**config.mk**
```make
export PLATFORM = sky130hd
export DESIGN_NAME = if_fetch_unit
export DESIGN_NICKNAME = d
export VERILOG_FILES = /design/src/rtl/if_pkg.sv /design/src/rtl/if_fetch_queue.sv /design/src/rtl/if_fetch_unit.sv
export SDC_FILE = /design/constraint.sdc
export NUM_CORES = 1
export LEC_CHECK = 0
export ABC_AREA = 1
export BUFFER_PORTS_ARGS = -buffer_cell sky130_fd_sc_hd__buf_4
export CORE_UTILIZATION = 60
export DETAILED_ROUTE_END_ITERATION = 16
export PLACE_DENSITY = 0.8
export SLEW_MARGIN = 20
export SYNTH_ARGS = -nofsm -noshare
export SYNTH_HDL_FRONTEND = slang
export SYNTH_HIERARCHICAL = 1
export SYNTH_SLANG_ARGS = --single-unit
```
**constraint.sdc**
```tcl
create_clock -name i_clk -period 6 [get_ports i_clk]
set_input_delay 0.3 -clock i_clk [delete_from_list [all_inputs] [get_ports i_clk]]
set_output_delay 0.3 -clock i_clk [all_outputs]
set_load 0.005 [all_outputs]
```
**src/rtl/if_pkg.sv**
```systemverilog
// Shared types and defaults for the instruction-fetch stage.
package if_pkg;

    localparam int DEF_WORD_LEN  = 32;
    localparam int DEF_DEPTH     = 4;
    localparam int DEF_MAX_OUTST = 2;
    localparam int unsigned PC_INCR = 32'd4;

    localparam int CNT_W = $clog2(DEF_DEPTH + 1);
    localparam int OUT_W = $clog2(DEF_MAX_OUTST + 1);

    typedef struct packed {
        logic [DEF_WORD_LEN-1:0] pc;
        logic [DEF_WORD_LEN-1:0] instr;
    } fq_entry_t;

endpackage

```
**src/rtl/if_fetch_queue.sv**
```systemverilog
// Fetch queue: DEPTH-entry synchronous FIFO with flush and a registered head entry.
module if_fetch_queue
    import if_pkg::*;
#(
    parameter int  DEPTH   = DEF_DEPTH,
    parameter type entry_t = fq_entry_t
) (
    input  logic                         i_clk,
    input  logic                         i_rst,
    input  logic                         i_push,
    input  entry_t                       i_push_data,
    input  logic                         i_pop,
    input  logic                         i_flush,
    output logic                         o_valid,
    output entry_t                       o_head,
    output logic [$clog2(DEPTH+1)-1:0]   o_count_nxt
);

    localparam int PTR_W = $clog2(DEPTH);
    localparam int CNT_W_L = $clog2(DEPTH + 1);

    entry_t               r_mem [DEPTH];
    logic [PTR_W-1:0]     r_wr_ptr;
    logic [PTR_W-1:0]     r_rd_ptr;
    logic [CNT_W_L-1:0]   r_count;
    logic                 r_head_valid;
    entry_t               r_head;

    logic [PTR_W-1:0]     w_rd_ptr_nxt;
    logic [CNT_W_L-1:0]   w_count_nxt;
    logic                 w_pop;
    logic                 w_push;
    entry_t               w_head_nxt;

    // Next pointer/count and the entry that becomes head after this edge
    always_comb begin
        w_pop        = i_pop & r_head_valid;
        w_push       = i_push & ~i_flush & ((r_count != CNT_W_L'(DEPTH)) | w_pop);
        w_rd_ptr_nxt = w_pop ? (r_rd_ptr + PTR_W'(1)) : r_rd_ptr;
        if (i_flush) begin
            w_count_nxt = {CNT_W_L{1'b0}};
        end else begin
            w_count_nxt = r_count + CNT_W_L'(w_push) - CNT_W_L'(w_pop);
        end
        // an entry written this edge can become head immediately (bypass)
        if (w_count_nxt == {CNT_W_L{1'b0}}) begin
            w_head_nxt = {$bits(entry_t){1'b0}};
        end else if (w_push && (w_rd_ptr_nxt == r_wr_ptr)) begin
            w_head_nxt = i_push_data;
        end else begin
            w_head_nxt = r_mem[w_rd_ptr_nxt];
        end
    end

    // Entry storage
    always_ff @(posedge i_clk) begin
        if (w_push) begin
            r_mem[r_wr_ptr] <= i_push_data;
        end
    end

    // Pointers, occupancy and registered head
    always_ff @(posedge i_clk or posedge i_rst) begin
        if (i_rst) begin
            r_wr_ptr     <= {PTR_W{1'b0}};
            r_rd_ptr     <= {PTR_W{1'b0}};
            r_count      <= {CNT_W_L{1'b0}};
            r_head_valid <= 1'b0;
            r_head       <= {$bits(entry_t){1'b0}};
        end else if (i_flush) begin
            r_wr_ptr     <= {PTR_W{1'b0}};
            r_rd_ptr     <= {PTR_W{1'b0}};
            r_count      <= {CNT_W_L{1'b0}};
            r_head_valid <= 1'b0;
            r_head       <= {$bits(entry_t){1'b0}};
        end else begin
            if (w_push) begin
                r_wr_ptr <= r_wr_ptr + PTR_W'(1);
            end
            r_rd_ptr     <= w_rd_ptr_nxt;
            r_count      <= w_count_nxt;
            r_head_valid <= (w_count_nxt != {CNT_W_L{1'b0}});
            r_head       <= w_head_nxt;
        end
    end

    assign o_valid     = r_head_valid;
    assign o_head      = r_head;
    assign o_count_nxt = w_count_nxt;

endmodule

```
**src/rtl/if_fetch_unit.sv**
```systemverilog
// Instruction-fetch stage: PC-sequential req/gnt/rvalid fetch, redirect with in-flight drop, freeze.
// Optional misaligned-target trap is enabled by defining IF_MISALIGN_TRAP_EN.
module if_fetch_unit
    import if_pkg::*;
#(
    parameter int                  WORD_LEN     = DEF_WORD_LEN,
    parameter int                  DEPTH        = DEF_DEPTH,
    parameter int                  MAX_OUTST    = DEF_MAX_OUTST,
    parameter logic [WORD_LEN-1:0] RESET_VECTOR = {WORD_LEN{1'b0}},
    parameter int                  OFFSET_SHIFT = 2
) (
    input  logic                i_clk,
    input  logic                i_rst,
    input  logic                i_branch_taken,
    input  logic [WORD_LEN-1:0] i_branch_pc,
    input  logic [WORD_LEN-1:0] i_branch_offset,
    input  logic                i_freeze,
    output logic                o_imem_req,
    output logic [WORD_LEN-1:0] o_imem_addr,
    input  logic                i_imem_gnt,
    input  logic                i_imem_rvalid,
    input  logic [WORD_LEN-1:0] i_imem_rdata,
    output logic                o_instr_valid,
    output logic [WORD_LEN-1:0] o_pc,
    output logic [WORD_LEN-1:0] o_instruction,
    output logic                o_misalign
);

    localparam int CW = $clog2(DEPTH + 1);
    localparam int OW = $clog2(MAX_OUTST + 1);
    localparam logic [WORD_LEN-1:0] INCR = WORD_LEN'(PC_INCR);

    typedef struct packed {
        logic [WORD_LEN-1:0] pc;
        logic [WORD_LEN-1:0] instr;
    } fq_word_entry_t;

    logic [WORD_LEN-1:0] r_fetch_pc, r_addr, r_resp_pc;
    logic                r_req, r_stale, r_misalign;
    logic [OW-1:0]       r_outst, r_discard;

    logic [WORD_LEN-1:0] w_target_raw, w_target, w_fetch_pc_nxt, w_resp_pc_nxt, w_addr_nxt;
    logic                w_tgt_mis, w_gnt, w_drop, w_push, w_pop, w_hold, w_credit;
    logic                w_req_nxt, w_stale_nxt, w_misalign_nxt;
    logic [OW-1:0]       w_outst_nxt, w_discard_nxt;
    logic [CW-1:0]       w_fq_cnt_nxt;
    fq_word_entry_t      w_push_entry, w_head;

    assign w_target_raw = i_branch_pc + (i_branch_offset << OFFSET_SHIFT);
`ifdef IF_MISALIGN_TRAP_EN
    assign w_target  = w_target_raw;
    assign w_tgt_mis = (w_target_raw[1:0] != 2'b00);
`else
    assign w_target  = w_target_raw & {{(WORD_LEN-2){1'b1}}, 2'b00};
    assign w_tgt_mis = 1'b0;
`endif

    // Handshake events and credit check against post-edge occupancy
    always_comb begin
        w_gnt        = r_req & i_imem_gnt;
        w_hold       = r_req & ~i_imem_gnt;
        w_drop       = i_imem_rvalid & (r_discard != {OW{1'b0}});
        w_push       = i_imem_rvalid & ~w_drop & ~i_branch_taken;
        w_pop        = o_instr_valid & ~i_freeze;
        w_outst_nxt  = r_outst + OW'(w_gnt) - OW'(i_imem_rvalid);
        w_credit     = ((32'(w_outst_nxt) + 32'(w_fq_cnt_nxt)) < 32'(DEPTH)) &&
                       (32'(w_outst_nxt) < 32'(MAX_OUTST));
        w_push_entry = '{pc: r_resp_pc, instr: i_imem_rdata};
    end

    // Next PC, tracker, discard accounting and request issue
    always_comb begin
        if (i_branch_taken) begin
            // everything still in flight after this edge belongs to the old path
            w_fetch_pc_nxt = w_target;
            w_resp_pc_nxt  = w_target;
            w_discard_nxt  = w_outst_nxt;
            w_stale_nxt    = w_hold;
            w_misalign_nxt = w_tgt_mis;
        end else begin
            w_fetch_pc_nxt = (w_gnt && !r_stale) ? (r_fetch_pc + INCR) : r_fetch_pc;
            w_resp_pc_nxt  = w_push ? (r_resp_pc + INCR) : r_resp_pc;
            // a stale request granted late still returns data that must be dropped
            w_discard_nxt  = r_discard - OW'(w_drop) + OW'(w_gnt & r_stale);
            w_stale_nxt    = r_stale & ~w_gnt;
            w_misalign_nxt = r_misalign;
        end
        if (w_hold) begin
            w_req_nxt  = 1'b1;
            w_addr_nxt = r_addr;
        end else begin
            w_req_nxt  = w_credit & ~i_branch_taken & ~w_misalign_nxt;
            w_addr_nxt = w_fetch_pc_nxt;
        end
    end

    // Fetch state registers
    always_ff @(posedge i_clk or posedge i_rst) begin
        if (i_rst) begin
            r_fetch_pc <= RESET_VECTOR;
            r_addr     <= RESET_VECTOR;
            r_resp_pc  <= RESET_VECTOR;
            r_req      <= 1'b0;
            r_stale    <= 1'b0;
            r_misalign <= 1'b0;
            r_outst    <= {OW{1'b0}};
            r_discard  <= {OW{1'b0}};
        end else begin
            r_fetch_pc <= w_fetch_pc_nxt;
            r_addr     <= w_addr_nxt;
            r_resp_pc  <= w_resp_pc_nxt;
            r_req      <= w_req_nxt;
            r_stale    <= w_stale_nxt;
            r_misalign <= w_misalign_nxt;
            r_outst    <= w_outst_nxt;
            r_discard  <= w_discard_nxt;
        end
    end

    if_fetch_queue #(
        .DEPTH   (DEPTH),
        .entry_t (fq_word_entry_t)
    ) u_fq (
        .i_clk       (i_clk),
        .i_rst       (i_rst),
        .i_push      (w_push),
        .i_push_data (w_push_entry),
        .i_pop       (w_pop),
        .i_flush     (i_branch_taken),
        .o_valid     (o_instr_valid),
        .o_head      (w_head),
        .o_count_nxt (w_fq_cnt_nxt)
    );

    assign o_imem_req    = r_req;
    assign o_imem_addr   = r_addr;
    assign o_pc          = w_head.pc;
    assign o_instruction = w_head.instr;
    assign o_misalign    = r_misalign;

endmodule

```
Word level (Yosys, flattened, before mapping)
Memories as Yosys holds them, arrays and structs flattened.
Cells that the tools add are included.

operators by class
  equal/unequal tests = 2
  reduce and logical (&&, ||, !) cells = 9
  order comparisons = 2
  multiplexer cells = 20
  bitwise logic cells = 20
  $add $sub $neg = 12

operator list
  operator               number
  $mux 64                3
  $mux 32                4
  $add 32x3->32 const B  2
  $add 32x32->32         1
  $and 1x1->1            13
  $mux 2                 5
  $mux 1                 6
  $mux 3                 2
  $not 1->1              6
  $reduce_bool 2->1      3
  $add 2x1->2            2
  $add 2x1->2 const B    2
  $add 2x3->4            1
  $lt 4x3->1 const B     1
  $sub 2x1->2            2
  $add 3x1->3            1
  $logic_and 1x1->1      3
  $logic_not 3->1        1
  $ne 3x3->1 const B     1
  $reduce_bool 3->1      1
  $sub 3x1->3            1
  $eq 2x2->1             1
  $lt 2x2->1 const B     1
  $logic_not 1->1        1
  $or 1x1->1             1

storage, ports and cells
  memories = 1
  input bits = 102
  register bits = 175
  RAM bits = 256
  output and inout bits = 99

memories
  memory      words  width  rd ports  clocked after Yosys merged registers in  write ports  RTL line              source
  u_fq.r_mem  4      64     1         0                                        1            if_fetch_queue.sv:22  entry_t r_mem [DEPTH];

Longest topological paths before layout
  depth in word-level cells = 16
  gate-level depth with buffers = 18

Modules after synthesis
Netlist, hierarchy kept.

modules (own cells, without submodules)
  module          times used  cells each  seq. area each (um^2)  area an instance (um^2)
  if_fetch_queue  1           1382        9489.1                 14420.1
  if_fetch_unit   1           1197        2527.4                 7702.4

Worst setup path before layout
No wires, ideal clock.

  path kind = reg2reg
  start point = register r_discard[1]
  end point = memory u_fq/r_mem[0][0] in the netlist's numbering (enable)
  data arrival time = 3.818 ns
  cell stages (with the launch flop) = 8
  period minus slack after synthesis = 4.304 ns
  setup slack = 1.696 ns
  required time = 5.514 ns
  path buffers = 0
  cell sequence = dfrtp_1 -> nor3_1 -> inv_1 -> nor2_1 -> inv_1 -> nor2_1 -> o21ai_4 -> nor2_1

between the ends
  longest elaborated chain between the ends = 9

RTL lines
  what                          RTL line              source
  start: declaration            if_fetch_unit.sv:40   logic [OW-1:0] r_outst, r_discard;
  start signal: assignment      if_fetch_unit.sv:107  r_discard <= {OW{1'b0}};
  start signal: assignment      if_fetch_unit.sv:116  r_discard <= w_discard_nxt;
  $reduce_bool 2->1             if_fetch_unit.sv:62   w_drop = i_imem_rvalid & (r_discard != {OW{1'b0}});
  $and 1x1->1                   if_fetch_unit.sv:62
  $not 1->1                     if_fetch_unit.sv:63   w_push = i_imem_rvalid & ~w_drop & ~i_branch_taken;
  $and 1x1->1 (2 in series)     if_fetch_unit.sv:63
  named net w_push              if_fetch_unit.sv:43   logic w_tgt_mis, w_gnt, w_drop, w_push, w_pop, w_hold, w_credit;
  $and 1x1->1 (2 in series)     if_fetch_queue.sv:38  w_push = i_push & ~i_flush & ((r_count != CNT_W_L'(DEPTH)) | w_pop);
  $mux 1                        if_fetch_queue.sv:57  if (w_push) begin
  $mux 1 (implied by the code)  if_fetch_queue.sv:58  r_mem[r_wr_ptr] <= i_push_data;
  end: declaration              if_fetch_queue.sv:22

The timed path passes the listed nets, and every way through them passes these cells.

Worst setup path after layout
  start point = register r_discard[1]
  end point = register u_fq.r_head, in the netlist u_fq/o_head[16]

between the ends
  longest elaborated chain between the ends = 13

RTL lines
  what                       RTL line              source
  $reduce_bool 2->1          if_fetch_unit.sv:62
  $and 1x1->1                if_fetch_unit.sv:62
  $not 1->1                  if_fetch_unit.sv:63
  $and 1x1->1 (2 in series)  if_fetch_unit.sv:63
  named net w_push           if_fetch_unit.sv:43
  $and 1x1->1 (2 in series)  if_fetch_queue.sv:38
  $add 3x1->3                if_fetch_queue.sv:43  w_count_nxt = r_count + CNT_W_L'(w_push) - CNT_W_L'(w_pop);
  $sub 3x1->3                if_fetch_queue.sv:43
  $mux 3                     if_fetch_queue.sv:40  if (i_flush) begin
  named net w_fq_cnt_nxt[1]  if_fetch_unit.sv:46   logic [CW-1:0] w_fq_cnt_nxt;
  $logic_not 3->1            if_fetch_queue.sv:46  if (w_count_nxt == {CNT_W_L{1'b0}}) begin
  $mux 64                    if_fetch_queue.sv:46
  $mux 64                    if_fetch_queue.sv:70  end else if (i_flush) begin
  end signal: assignment     if_fetch_queue.sv:69  r_head <= {$bits(entry_t){1'b0}};
  end signal: assignment     if_fetch_queue.sv:75  r_head <= {$bits(entry_t){1'b0}};
  end signal: assignment     if_fetch_queue.sv:83  r_head <= w_head_nxt;
  end: declaration           if_fetch_queue.sv:27  entry_t r_head;

The timed path passes the listed nets, and every way through them passes these cells.
A chain may end at the register's enable or synchronous reset.

==> metrics.md <==
| Metric | Value |
|---|---|
| Status | `finished, final reports clean` |
| Max_slew headroom | `0.2611` |
| Die height | `194.0 um` |
| Max-slew violation count | `0` |
| Clk Latency, worst-skew pair | `roughly 560 ps` |
| Core footprint | `approximately 0.036 mm^2` |
| Postcts setup bufs | `0` |
| Routability cong. | `0.8903` |
| Min Tclk post-route | `4170 ps` |
| Synth area leaders | `edfxtp_1, dfrtp_1, nand2_1` |
| CTS Hold Bufs | `33` |
| CTS tree | `built` |
| Grt total ovfl | `0` |
| Share of layout cells above drive strength 1 | `0.1211` |
| Most frequent cell on the critical path | `nor2_1` |
| # DRC | `0` |
| Clock-pin slew on the worst setup and hold paths | `~60 ps` |
| Critical path required time | `between 6000 and 7000 ps` |
| Fmax | `0.2398 GHz` |
| Overall Global Routing Usage | `0.3050` |
| Post-synthesis sequential area ratio | `0.5432` |
| Core Rows | `around 70` |
| Yosys top cell by area | `edfxtp_1` |
| Worst path arrival time | `between 4000 and 5000 ps` |
| PortBufs | `196` |
| DRC marker count from the first detailed-route iteration | `around 1,500` |
| CP endpoint kind | `flop` |
| Mapped Cells | `approximately 2,600` |
| Worst-margin pin slew | `between 1000 and 1500 ps` |
| Total power | `8.050 mW` |
| P_leak | `12.17 nW` |
| Crit share post-route | `0.6951` |
| Largest net degree at the start of global routing | `96` |
| DRT Pass-1 Iters | `5` |
| CP Launch Type | `flop` |
| Worst Skew | `12.55 ps` |
| Crit path largest cell delay | `630 ps` |
| Max Root-Sink Buffers | `3` |
| Post-synth EDFFs | `around 260` |
| Initial antenna violation count | `0` |
| Crit-path cells | `nor3_1 > inv_1 > nor2_1 > inv_1 > nor2_1 > o21ai_4 > inv_2 > ha_1 > inv_1 > fa_1 > nor2_1 > nor2_1 > nand2_2 > buf_12 > nand2_1 > nor2_1` |
| Warnings, synthesis | `6` |
| Per-cell routed wire length | `approximately 17 um` |
| Post-synthesis register bit count | `429` |
| Maximum vdd drop | `roughly 0.00027 V` |
| H-tree depth | `2` |
| Die width | `194.0 um` |
| CTS sink cnt | `about 430` |
| Final setup viols | `0` |
| Filler cells | `between 2,000 and 3,000` |
| Die area | `0.03764 mm^2` |
| CP max stage cell | `nand2_2` |
| Final HPWL DP | `35.22 mm` |
| Fin Setup TNS | `0 ps` |
| Starting density of the core | `0.6160` |
| Total Wirelength | `56.81 mm` |
| First-pass GRT wire length | `91.34 mm` |
| Final hold violation count | `0` |
| TritonCTS buffer count | `44` |
| Vias per inst | `5.527` |
| Crit path max fanout | `34` |
| Synth unique cells | `46` |
| Ports | `201` |
| Fin nets | `2,925` |
| Number of global-route vias before repair | `18,150` |
| Vias | `18,110` |
| Syn Area/Cell | `8.578 um^2` |
| Ys async rst share | `0.4033` |
| Remaining antenna violation count | `0` |
| N_diodes | `0` |
| Share of the synthesized area in the top cell type | `0.3475` |
| MaxCap Viol Count | `0` |
| Post-Synthesis Cell Area | `0.02212 mm^2` |
| Class of the worst hold path | `in2reg` |
| Pwr Density | `311.5 mW/mm^2` |
| CP Class | `reg2reg` |
| Area Overhead vs Synth | `16.83%` |
| Post-synth top flop | `edfxtp_1` |
| RSZ-0062 raised after global routing | `false` |
| Root Driver | `clkbuf_16` |
| Cts repair resizes | `0` |
-- stage by stage --
step / hold WS, ps / util / std cells / setup slack, ps / cell area, um^2
after detailed placement: 200.6 / 0.6663 / 3159 / 1866 / 23930
after CTS: 91.49 / 0.7183 / 3274 / 1884 / 25800
after global placement: 195.4 / 0.6663 / 3159 / 2018 / 23930
after global routing: 159.5 / 0.7196 / 3276 / 1630 / 25840
final: 103.1 / 0.7196 / 3276 / 1830 / 25840
after floorplan: 398.9 / - / 2588 / 1696 / 22160
-- layout by cell type, fill, tap and decap left out, types with 43 or more instances in the layout --
| master | count |
|---|---|
| nand2_1 | 718 |
| inv_1 | 354 |
| nand3_1 | 274 |
| nor2_1 | 272 |
| edfxtp_1 | 256 |
| buf_4 | 209 |
| dfrtp_1 | 173 |
| nand3b_1 | 132 |
| a21oi_1 | 50 |
| clkbuf_16 | 48 |
| o21ai_0 | 43 |
-- metal layers --
metal,GRT usage,up-vias,part of all wire
met5,0,-,0
met4,0.1414,0,0.040
met3,0.04140,137,0.064
met2,0.5392,703,0.50
met1,0.3703,8566,0.40
li1,-,8701,-
-- cells by family after synthesis --
logic type | synth area share
xor+xnor | 0.01148
fa+ha+maj | 0.02556
simple gates | 0.2983
compound gates | 0.03552
other cells | 0.0001695
buf+inv | 0.08574
flops | 0.5432
-- worst max-delay path, delay by kind of cell (launching register included) --
family                   cells  cell delay (ps)
AND/OR/NAND/NOR              8             1970
buffers and inverters        5              860
adder cells (fa/ha/maj)      2              640
flip-flops                   1              410
AO/OA/AOI/OAI                1              190
-- flip-flops by register name (all words and copies together) (netlist names), 2 cells and up --
register and cells:
u_fq/o_head 64, r_discard 2, r_resp_pc 30, r_outst 2
u_fq/r_count 3, u_fq/r_mem 256, u_fq/r_wr_ptr 2, o_imem_addr 32
r_fetch_pc 32, u_fq/r_rd_ptr 2
-- area by class of cell --
| type | count | area, um^2 | share of cell area |
|---|---|---|---|
| clock buffers | 59 | 1303 | 0.05040 |
| clock inverters | 23 | 234.0 | 0.009053 |
| inverters | 367 | 1383 | 0.05350 |
| multi-input cells | 1689 | 8305 | 0.3214 |
| flip-flops and latches | 429 | 12020 | 0.4649 |
| well taps | 461 | 576.8 | 0.02232 |
| repair buffers | 248 | 2027 | 0.07843 |
-- where the power goes --
group | leakage [nW] | internal (mW) | switching [mW]
logic | 6.90 | 0.546 | 0.859
clock network | 0.748 | 1.67 | 1.17
registers | 4.52 | 3.47 | 0.335
-- cell usage after synthesis, types with 2 or more instances --
library cell	n
nand2_1	722
inv_1	356
nor2_1	276
nand3_1	274
edfxtp_1	256
dfrtp_1	173
nand3b_1	132
buf_2	66
a21oi_1	50
o21ai_0	43
ha_1	42
clkbuf_1	25
a31oi_1	22
nand4_1	20
xor2_1	19
o21ai_1	10
xnor2_1	10
nand2_2	8
nor3_1	8
nor3_2	8
inv_2	7
buf_6	6
buf_1	5
nor2_4	4
o21bai_1	4
a22oi_1	3
clkinv_1	3
nor2_8	3
o211ai_1	3
fa_1	2
nand2_4	2
nand3_2	2
nor4_1	2
-- worst paths after layout --
path,slack (ps),cells past startpoint,startpoint,to
max,1830,16,r_discard[1],u_fq/o_head[16]
min,100,4,i_imem_gnt,r_stale
max reg2reg,1830,16,r_discard[1],u_fq/o_head[16]
min reg2reg,480,2,r_fetch_pc[1],r_fetch_pc[1]
max in group asynchronous,4490,4,i_rst,o_imem_addr[4]
min in group asynchronous,180,3,i_rst,u_fq/o_head[61]
Note: power is estimated with default switching activity, not from simulation.
